[config.mk]
export PLATFORM = sky130hd
export DESIGN_NAME = tdm_demux4
export DESIGN_NICKNAME = d
export VERILOG_FILES = /design/src/rtl/tdm_demux4.sv
export SDC_FILE = /design/constraint.sdc
export NUM_CORES = 1
export LEC_CHECK = 0
export BUFFER_PORTS_ARGS = -buffer_cell sky130_fd_sc_hd__buf_2
export CORE_UTILIZATION = 30
export DETAILED_ROUTE_END_ITERATION = 8
export GPL_TIMING_DRIVEN = 0
export RECOVER_POWER = 25
export SYNTH_ARGS = -nofsm -noshare
export SYNTH_HDL_FRONTEND = slang
export SYNTH_SLANG_ARGS = --single-unit
[constraint.sdc]
create_clock -name clk -period 2.3 [get_ports clk]
set_clock_uncertainty 0.05 [all_clocks]
set_input_delay 0.46 -clock clk [delete_from_list [all_inputs] [get_ports clk]]
set_output_delay 0.46 -clock clk [all_outputs]
set_load 0.01 [all_outputs]
[src/rtl/tdm_demux4.sv]
// Four-slot TDM demultiplexer: frame_sync-aligned, outputs all four channels at once.
// Optional TDM_DEMUX4_SYNC_CHECK_EN drops lock when frame_sync is missing at slot 0.
module tdm_demux4 #(
  parameter int unsigned WIDTH = 1
) (
  input  logic             clk,
  input  logic             rst,
  input  logic             en,
  input  logic [WIDTH-1:0] din,
  input  logic             frame_sync,
  output logic [WIDTH-1:0] a,
  output logic [WIDTH-1:0] b,
  output logic [WIDTH-1:0] c,
  output logic [WIDTH-1:0] d,
  output logic [1:0]       sel,
  output logic             frame_valid,
  output logic             locked,
  output logic             sync_err
);

  typedef enum logic {HUNT = 1'b0, LOCKED = 1'b1} state_t;

  state_t           state_q, state_d;
  logic [1:0]       sel_q, sel_d;
  logic [WIDTH-1:0] sh0_q, sh0_d, sh1_q, sh1_d, sh2_q, sh2_d;
  logic [WIDTH-1:0] a_q, a_d, b_q, b_d, c_q, c_d, d_q, d_d;
  logic             frame_valid_q, frame_valid_d;
  logic             sync_err_q, sync_err_d;

  // Next-state: slot 3 is never shadowed, it goes straight from din to d.
  always_comb begin
    state_d       = state_q;
    sel_d         = sel_q;
    sh0_d         = sh0_q;
    sh1_d         = sh1_q;
    sh2_d         = sh2_q;
    a_d           = a_q;
    b_d           = b_q;
    c_d           = c_q;
    d_d           = d_q;
    frame_valid_d = 1'b0;
    sync_err_d    = 1'b0;
    if (en) begin
      if (state_q == HUNT) begin
        if (frame_sync) begin
          sh0_d   = din;
          sel_d   = 2'd1;
          state_d = LOCKED;
        end
      end else if (frame_sync && (sel_q != 2'd0)) begin
        sync_err_d = 1'b1;
        sh0_d      = din;
        sel_d      = 2'd1;
      end
`ifdef TDM_DEMUX4_SYNC_CHECK_EN
      else if (!frame_sync && (sel_q == 2'd0)) begin
        sync_err_d = 1'b1;
        state_d    = HUNT;
      end
`endif
      else begin
        unique case (sel_q)
          2'd0: sh0_d = din;
          2'd1: sh1_d = din;
          2'd2: sh2_d = din;
          default: begin
            a_d           = sh0_q;
            b_d           = sh1_q;
            c_d           = sh2_q;
            d_d           = din;
            frame_valid_d = 1'b1;
          end
        endcase
        sel_d = sel_q + 2'd1;
      end
    end
  end

  always_ff @(posedge clk or posedge rst) begin
    if (rst) begin
      state_q       <= HUNT;
      sel_q         <= 2'd0;
      sh0_q         <= '0;
      sh1_q         <= '0;
      sh2_q         <= '0;
      a_q           <= '0;
      b_q           <= '0;
      c_q           <= '0;
      d_q           <= '0;
      frame_valid_q <= 1'b0;
      sync_err_q    <= 1'b0;
    end else begin
      state_q       <= state_d;
      sel_q         <= sel_d;
      sh0_q         <= sh0_d;
      sh1_q         <= sh1_d;
      sh2_q         <= sh2_d;
      a_q           <= a_d;
      b_q           <= b_d;
      c_q           <= c_d;
      d_q           <= d_d;
      frame_valid_q <= frame_valid_d;
      sync_err_q    <= sync_err_d;
    end
  end

  assign a           = a_q;
  assign b           = b_q;
  assign c           = c_q;
  assign d           = d_q;
  assign sel         = sel_q;
  assign frame_valid = frame_valid_q;
  assign sync_err    = sync_err_q;
  assign locked      = (state_q == LOCKED);

endmodule

# Word-level counts from Yosys, hierarchy flattened
# Index checks and enable logic that the tools add are counted.
[totals]
ff_bits = 12
in_bits = 5
[op_classes]
addsub = 1
n_eq_ne = 3
n_mux = 16
bitwise_logic = 2
n_reduce_logical = 10
[op_table]
columns = ["cell", "count"]
rows = [
  ["two-way mux 1 bit", 13],
  ["AND reduction 4 bit", 3],
  ["two-way mux 2 bit", 3],
  ["nonzero test 2 bit", 2],
  ["inequality test 3 x 1 -> 1 bit, second input constant", 1],
  ["AND reduction 3 bit", 1],
  ["OR reduction 3 bit", 1],
  ["adder 2 x 1 -> 2 bit, second input constant", 1],
  ["== test 2 x 1 -> 1 bit, second input constant", 1],
  ["== test 2 bit, second input constant", 1],
  ["logical NOT 2 bit", 1],
  ["inverter 1 bit", 2],
  ["AND reduction 2 bit", 1],
  ["logical AND 1 bit", 1],
]

# Depth between registers and ports, before layout
# Gate-level depths: netlist of run 1.
[depth]
word_depth = 6
mapped_depth = 5
mapped_depth_nobuf = 5

# Least setup slack after synthesis of run 1
# No wires, ideal clock.
[synth_timing]
kind = "reg2reg"
start = "register sel_q[0], in the netlist sel[0]"
end = "register a_q, in the netlist a"
setup_time_ns = 0.125
arrival_ns = 1.383
required_time_ns = 2.125
slack_ns = 0.743
stages_incl_launch_ff = 6
n_path_buf = 0
cell_sequence = "dfrtp_1 > inv_1 > ha_1 > nand2b_2 > nand4_4 > mux2_2"
[synth_between]
elab_chain_len = 4
elab_cells_between_ends = 9
[synth_lines]
columns = ["item", "line", "source"]
rows = [
  ["start: declaration", "24", "logic [1:0] sel_q, sel_d;"],
  ["start signal: assignment", "94", "sel_q <= sel_d;"],
  ["== test 2 bit (tied with other cells)", "62", "unique case (sel_q)"],
  ["OR reduction 3 bit (no source line) or logical AND 1 bit (tied branches)", "n/a", ""],
  ["inverter 1 bit (no source line)", "n/a", ""],
  ["AND reduction 4 bit (no source line) *", "n/a", ""],
  ["end signal: assignment", "86", "a_q <= '0;"],
  ["end signal: assignment", "98", "a_q <= a_d;"],
  ["end: declaration", "26", "logic [WIDTH-1:0] a_q, a_d, b_q, b_d, c_q, c_d, d_q, d_d;"],
]
# Every way passes the cells marked *; elsewhere a longest branch is shown, timed or not.
# A chain may end at the register's enable or synchronous reset.

# Worst setup path after layout of run 1
[layout_timing]
start = "register sel_q[0], in the netlist sel[0]"
end = "register d_q, in the netlist d"
[layout_between]
elab_chain_len = 4
elab_cells_between_ends = 9
[layout_lines]
columns = ["item", "line", "source"]
rows = [
  ["== test 2 bit (tied with other cells)", "62", ""],
  ["OR reduction 3 bit (no source line) or logical AND 1 bit (tied branches)", "n/a", ""],
  ["inverter 1 bit (no source line)", "n/a", ""],
  ["AND reduction 4 bit (no source line) *", "n/a", ""],
  ["end signal: assignment", "89", "d_q <= '0;"],
  ["end signal: assignment", "101", "d_q <= d_d;"],
  ["end: declaration", "26", ""],
]
# Marks and branches as above.

==> impl_metrics.tcl, run 1 <==
set metrics [dict create \
    cp_max_fo 5 \
    seq_area_frac_synth_pct 55.2 \
    cts_root_buf "clkbuf_4" \
    crit_type "reg2reg" \
    critPathSlowestCell "dfrtp_1" \
    fin_crit_sh_pct 69.4 \
    clk_latency_ns 0.27 \
    die_w_um 44.6 \
    synth.distinct_cells 15 \
    setup-tns-final_ns 0 \
    final_cell_area_um2 677 \
    finalHoldViolations 0 \
    io_pins 14 \
    final_nets 67 \
    outcome "completed" \
    cts_tree "done" \
    vdd_drop_max_mv 0.363 \
    n_antenna_cell 0 \
    post-synth-top-area-cell "dfrtp_1" \
    synth_area_leaders "dfrtp_1 55%, mux2_2 14%, ha_1 9.2%" \
    cts_buffers 3 \
    crit_required_ns 2.41 \
    p_per_area_nw_per_um2 1010 \
    start_kind "flop" \
    rows 15 \
    drive_gt1_share_pct 47.4 \
    port-buffer-count 13 \
    grt_remaining_overflow 0 \
    clkSinkCount 12 \
    die_height_um 44.6 \
    fmax_mhz 627 \
    combPwrFrac_pct 30.1 \
    dp_cells 78 \
    cp_cell_sequence "inv_1 -> ha_1 -> nand2b_2 -> nand4_4 -> mux2_2" \
    fill_cells 175 \
    clock_path_buffers 2 \
    place_ws_ns 0.710 \
    power_switching_uw 200 \
    vias 349 \
    worstPathArrival_ns 1.70 \
    p_leak_uw 0.000337 \
    worst_slack_ns 0.704 \
    cts_resized 0 \
    die-area_um2 1990 \
    syn_area_per_cell_um2 13.6 \
    first_pass_iters 2 \
    viasPerCell 4.26 \
    clk_pin_slew_ns 0.07 \
    fin_crit_ns 1.60 \
    clockPowerShare_pct 23.8 \
    maxCapViolCount 0 \
    hold_path_class "in2async" \
    grtUsageTotal_pct 10.1 \
    rsz0062_at_grt "false" \
    pwr-share-seq_pct 46.1 \
    fin_util_pct 39.6 \
    core_area_um2 1710 \
    drtAntennaViolNets 0 \
    end_kind "flop" \
    grt_pass1_vias 291 \
    drtIter0Drc 1 \
    fin_cells 82 \
    routabilityCongestion 0.688 \
    swShare_pct 29.1 \
    worstMarginPinSlew_ns 0.466 \
    synth_cells 40 \
    syn2layout_area_growth_pct 24.4 \
    p_int_uw 487 \
    grt_pass1_wl_mm 1.36 \
    slowest_delay_ns 0.39 \
    netlist.area_leader.share_pct 55.2 \
    postCtsHoldBufs 0 \
    antenna_found_initial 0 \
    drv_slew 0 \
    post-cts-setup-buffers 0 \
    place_area_um2 641 \
    ys_ff_latch 12 \
    wl_per_cell_um 10.3 \
    synthesis.area_um2 544 \
    drc 0 \
    drt_wl_total_um 845 \
    setup_viol 0 \
    place_hpwl_um 626 \
    grt_max_degree 13 \
    initial_core_util_pct 31.9 \
    htreeDepth 1 \
    synth_nets 49 \
    slew_headroom_pct 68.9 \
    ys_warn_count 0 \
]
## registers in the layout, summed over array words and instances, names as in the netlist
| register | count |
|---|---|
| sel | 2 |
| a | 1 |
| b | 1 |
| c | 1 |
| d | 1 |
| frame_valid | 1 |
| locked | 1 |
| sh0_q | 1 |
| sh1_q | 1 |
| sh2_q | 1 |
| sync_err | 1 |
## worst max-delay path: cells and delay by family (launching register included)
kind                       cells  cell delay, ns
DFF                            1            0.39
buffers and inverters          1            0.10
muxes                          1            0.34
and+or+nand+nor                2            0.38
adders and majority gates      1            0.22
## metal layers
layer | wire (um) | GRT usage [%] | share of wire [%]
met5 | 0 | 0 | 0
met4 | 0 | 1.82 | 0
met3 | 62 | 7.35 | 7.3
met1 | 401 | 13.5 | 47
met2 | 380 | 13.2 | 45
## area by class of cell
cell class,count,area [um^2],area share (%)
sequential,12,300,44.4
multi-input combinational,24,229,33.8
timing repair buffer,13,65.1,9.61
clock buffer,4,36.3,5.36
tap,25,31.3,4.62
inverter,4,15.0,2.22
## power by group through the flow
stage	clock network, uW	logic (uW)	registers (uW)
final	164	207	316
after global routing	184	233	327
after detailed placement	0	208	322
after floorplan	0	115	342
after global placement	0	207	319
after CTS	170	209	318
## final timing paths
kind / start / end / slack (ns) / cells past startpoint
worst min-delay path: rst / sh1_q / 0.14 / 2
worst min register to register: sh0_q / a / 0.45 / 1
worst max register to register: sel[0] / d / 0.70 / 5
max in group asynchronous: rst / a / 1.74 / 2
min in group clk: frame_sync / locked / 0.41 / 2
worst max-delay path: sel[0] / d / 0.70 / 5
## cell families after synthesis
family / Yosys count / synth area share [%]
compound gates: 4 / 5.06
fa+ha+maj: 4 / 9.20
buf+inv: 4 / 2.76
flops: 12 / 55.2
mux: 8 / 16.3
simple gates: 8 / 11.5
## Yosys cell counts
library cell / number
nand2_1: 1
a21o_2: 1
o21ai_0: 1
nand2b_2: 1
nand4_4: 1
mux2_2: 7
inv_1: 4
nand4_1: 2
nor2b_1: 2
nor2_1: 1
a22o_1: 1
dfrtp_1: 12
ha_1: 4
mux2i_1: 1
a21oi_1: 1
## cells in the final DEF (no fill, tap or decap)
cell type and instances:
ha_1 4, nor2_1 1, mux2i_1 1, a22o_1 1
dfrtp_1 12, nand2_1 1, mux2_2 7, buf_2 13
a21oi_1 1, nand4_4 1, o21ai_0 1, nand4_1 2
clkbuf_8 1, clkbuf_4 3, inv_1 4, nand2b_2 1
nor2b_1 2, a21o_2 1
## through the flow
step / power (uW) / hold slack [ns]
6_report: 687 / 0.138
5_1_grt: 744 / 0.167
4_1_cts: 696 / 0.151
3_5_place_dp: 530 / 0.439
3_3_place_gp: 526 / 0.434
2_1_floorplan: 457 / 0.275
Note: power is estimated with default switching activity, not from simulation.
==> run 2: changes to the inputs <==
Clock period 2.3 ns to 1.6 ns, I/O delays scaled along.
==> run 2 against run 1 <==
Effect of this change: the run now ends with hold timing left; routed wire length increased by 2.5%; die area unchanged; via count up 3.7%; core utilization is 1.6 points higher; critical endpoint unchanged; total power rose by 50%; design area grew 4.1%; largest cell class unchanged; largest power group unchanged; critical path type unchanged; first-iteration DRC count decreased by 100%.
==> impl_metrics.tcl, run 2 (synthesis gave the netlist of run 1 again) <==
set metrics [dict create \
    drtAntennaViolNets 0 \
    final_cell_mix "13 x buf_2, 12 x dfrtp_1, 7 x mux2_2" \
    violations "hold timing" \
    cts_buffers 3 \
    postCtsHoldBufs 0 \
    core_area_um2 1710 \
    routabilityCongestion 0.688 \
    place_ws_ns 0.0105 \
    slew_headroom_pct 69.9 \
    grt_remaining_overflow 0 \
    vias 362 \
    outcome "complete, but fails checks" \
    fill_cells 180 \
    hold_path_class "in2async" \
    die-area_um2 1990 \
    io_pins 14 \
    clk_latency_ns 0.26 \
    place_hpwl_um 626 \
    worstMarginPinSlew_ns 0.452 \
    htreeDepth 1 \
    syn2layout_area_growth_pct 29.4 \
    first_pass_iters 1 \
    drv_slew 0 \
    fmax_mhz 672 \
    clk_pin_slew_ns 0.07 \
    worstPathArrival_ns 1.60 \
    viasPerCell 4.26 \
    worst_slack_ns 0.111 \
    largest_reg_flops 2 \
    end_kind "flop" \
    setup-tns-final_ns 0 \
    rows 15 \
    dp_cells 78 \
    drc 0 \
    port-buffer-count 13 \
    vdd_drop_max_mv 0.566 \
    cp_max_fo 5 \
    grt_max_degree 13 \
    rsz0062_at_grt "false" \
    initial_core_util_pct 31.9 \
    p_leak_uw 0.000355 \
    die_height_um 44.6 \
    grt_pass1_wl_mm 1.37 \
    p_per_area_nw_per_um2 1460 \
    grt_pass1_vias 299 \
    clkSinkCount 12 \
    antenna_found_initial 0 \
    drive_gt1_share_pct 50.0 \
    fin_cells 85 \
    die_w_um 44.6 \
    cts_tree "done" \
    grtUsageTotal_pct 10.2 \
    crit_type "reg2reg" \
    final_nets 70 \
    fin_crit_ns 1.49 \
    wl_per_cell_um 10.2 \
    final_common_cell "buf_2" \
    clock_path_buffers 2 \
    cts_root_buf "clkbuf_4" \
    drt_wl_total_um 866 \
    crit_required_ns 1.71 \
    fin_crit_sh_pct 93.1 \
    drtIter0Drc 0 \
    maxCapViolCount 0 \
    n_antenna_cell 0 \
    start_kind "flop" \
    whs_ns -0.00792 \
    fin_util_pct 41.2 \
    setup_viol 0 \
    finalHoldViolations 12 \
]
run 2: critical path, stage by stage, from the launching register on:
cell and delay, ns:
dfrtp_1 0.38, inv_1 0.13, ha_1 0.20, nand2b_4 0.17, nand4_4 0.15, mux2_2 0.30
run 2: per-stage QoR:
step / instance area, um^2 / total power, uW / hold slack [ns]
floorplan: 544 / 657 / 0.135
global placement: 641 / 756 / 0.301
detailed placement: 641 / 762 / 0.307
CTS: 684 / 1010 / 0.0113
global route: 704 / 1110 / 0.0269
finish: 704 / 1030 / -0.00792
run 2: timing repair:
action	in CTS	in global routing
endpoints found under the setup margin	4	6
buffers inserted	1	2
gates resized for setup	0	1
endpoints found under the hold margin	0	0
run 2: power breakdown:
group	total, uW	leakage (uW)	switching [uW]	internal [uW]
logic	345	0.000190	153	192
clock network	235	0.0000210	97.1	138
registers	448	0.000144	44.9	403
total	1030	0.000355	295	734
run 2: worst paths after layout:
| path | cells past startpoint | slack [ns] | endpoint | start |
|---|---|---|---|---|
| worst max-delay path | 5 | 0.11 | d | sel[0] |
| worst min-delay path | 2 | -0.008 | sync_err | rst |
| worst max register to register | 5 | 0.11 | d | sel[0] |
| worst min register to register | 1 | 0.45 | a | sh0_q |
| max in group asynchronous | 2 | 1.20 | sel[0] | rst |
| min in group clk | 2 | 0.28 | sh2_q | din |
run 2: final cells by class:
| type | count | area, um^2 | share of cell area (%) |
|---|---|---|---|
| multi-input cells | 24 | 234 | 33.2 |
| flip-flops and latches | 12 | 300 | 42.6 |
| inverters | 4 | 15.0 | 2.13 |
| repair buffers | 16 | 87.6 | 12.4 |
| well taps | 25 | 31.3 | 4.44 |
| clock buffers | 4 | 36.3 | 5.15 |
run 2: metal layers:
metal  part of all wire (%)  vias up  global-route usage, %
li1                       -      178                      -
met1                     48      173                   13.5
met2                     46       11                   13.5
met3                    5.5        0                   7.35
met4                      0        0                   1.82
met5                      0        -                      0
==> run 3: changes to the inputs <==
Settings changed: BUFFER_PORTS_ARGS -buffer_cell sky130_fd_sc_hd__buf_2 to -buffer_cell sky130_fd_sc_hd__buf_4.
==> run 3 against run 2 <==
Effect of this change: the flow now finishes without violations; worst setup slack improved by 0.018 ns; combinational power grew 9.9%; global-route usage rose by 0.63 points; critical endpoint is now a; largest power group unchanged.
==> impl_metrics.tcl, run 3 (synthesis gave the netlist of run 1 again) <==
set metrics [dict create \
    outcome "completed" \
    routabilityCongestion 0.683 \
    clkSinkCount 12 \
    place_area_um2 673 \
    end_kind "flop" \
    final_nets 70 \
    die_w_um 44.6 \
    drv_slew 0 \
    cts_tree "done" \
    setup-tns-final_ns 0 \
    grt_pass1_wl_mm 1.44 \
    initial_core_util_pct 31.9 \
    hold_path_class "in2async" \
    cp_max_fo 5 \
    cts_root_buf "clkbuf_4" \
    io_pins 14 \
    drtIter0Drc 5 \
    place_hpwl_um 613 \
    vdd_drop_max_mv 0.616 \
    maxCapViolCount 0 \
    die_height_um 44.6 \
    p_leak_uw 0.000358 \
    clock_path_buffers 2 \
    rsz0062_at_grt "false" \
    r2r-end "a" \
    start_kind "flop" \
    cts_buffers 3 \
    grt_remaining_overflow 0 \
    fill_cells 164 \
    fin_crit_sh_pct 92.0 \
    core_area_um2 1710 \
    htreeDepth 1 \
    worstMarginPinSlew_ns 0.463 \
    viasPerCell 4.32 \
    first_pass_iters 3 \
    final_common_cell "buf_4" \
    clk_latency_ns 0.26 \
    crit_required_ns 1.70 \
    final_cell_area_um2 723 \
    worstPathArrival_ns 1.57 \
    drive_gt1_share_pct 49.2 \
    n_antenna_cell 0 \
    whs_ns 0.0114 \
    drt_wl_total_um 851 \
    finalHoldViolations 0 \
    final_cell_mix "15 x buf_4, 12 x dfrtp_1, 7 x mux2_2" \
    r2r_cells 5 \
    die-area_um2 1990 \
    slew_headroom_pct 69.1 \
    p_per_area_nw_per_um2 1400 \
    clk_pin_slew_ns 0.07 \
    grt_max_degree 13 \
    postCtsHoldBufs 0 \
    antenna_found_initial 0 \
    syn2layout_area_growth_pct 32.9 \
    setup_viol 0 \
    crit_type "reg2reg" \
    wl_per_cell_um 10.1 \
    largest_reg_flops 2 \
    fmax_mhz 680 \
    grtUsageTotal_pct 10.8 \
    port-buffer-count 13 \
    drtAntennaViolNets 0 \
    drc 0 \
    rrSetupSlack_ns 0.13 \
    vias 363 \
    fin_util_pct 42.3 \
    grt_pass1_vias 321 \
    worstReg2RegStart "sel[1]" \
    fin_crit_ns 1.47 \
    rows 15 \
]
==> run 3: cell count changes in the layout (fill, tap and decap cells not counted) <==
cell	before	now
buf_4	3	15
clkbuf_8	1	0
buf_2	13	0
clkbuf_4	3	4
==> run 3: cell type report <==
type	instances	area (um^2)	share of cell area (%)
clock buffer	3	22.5	3.11
inverter	4	15.0	2.08
multi-input combinational	24	234	32.4
sequential	12	300	41.5
tap	25	31.3	4.33
timing repair buffer	16	120	16.6
==> run 3: what timing repair did <==
item,in CTS,in global routing
resized for setup,0,1
endpoints found under the setup margin,4,6
setup buffers,1,2
==> run 3: worst max path at each step <==
stage,endpoint,start,cells after the start
finish,a,sel[1],5
global route,a,sel[1],5
CTS,d,sel[1],5
detailed placement,a,sel[0],5
global placement,a,sel[0],5
floorplan,a,sel[0],5
==> run 3: through the flow <==
step / setup WS [ns] / cells / power, uW
3_5_place_dp: 0.00698 / 78 / 804
5_1_grt: 0.0335 / 84 / 1090
2_1_floorplan: 0.0425 / 40 / 657
6_report: 0.129 / 84 / 1010
3_3_place_gp: 0.0243 / 78 / 800
4_1_cts: 0.0154 / 82 / 994
==> run 3: power breakdown <==
part / internal (uW) / total [uW] / leakage (uW) / switching [uW]
clock: 87.0 / 177 / 0.0000138 / 90.5
sequential: 403 / 453 / 0.000144 / 49.9
combinational: 230 / 379 / 0.000200 / 149
==> run 3: worst max-delay path, stage by stage (launching register included) <==
cell and delay, ns:
dfrtp_1 0.40, inv_1 0.08, ha_1 0.19, nand2b_4 0.17, nand4_4 0.13, mux2_2 0.34
==> run 3: per-layer routing <==
metal | up-vias | share of wire [%] | global-route usage (%)
li1 | 177 | - | -
met5 | - | 0 | 0
met3 | 2 | 7.9 | 7.35
met1 | 171 | 48 | 13.1
met2 | 13 | 44 | 15.3
met4 | 0 | 0.71 | 3.64
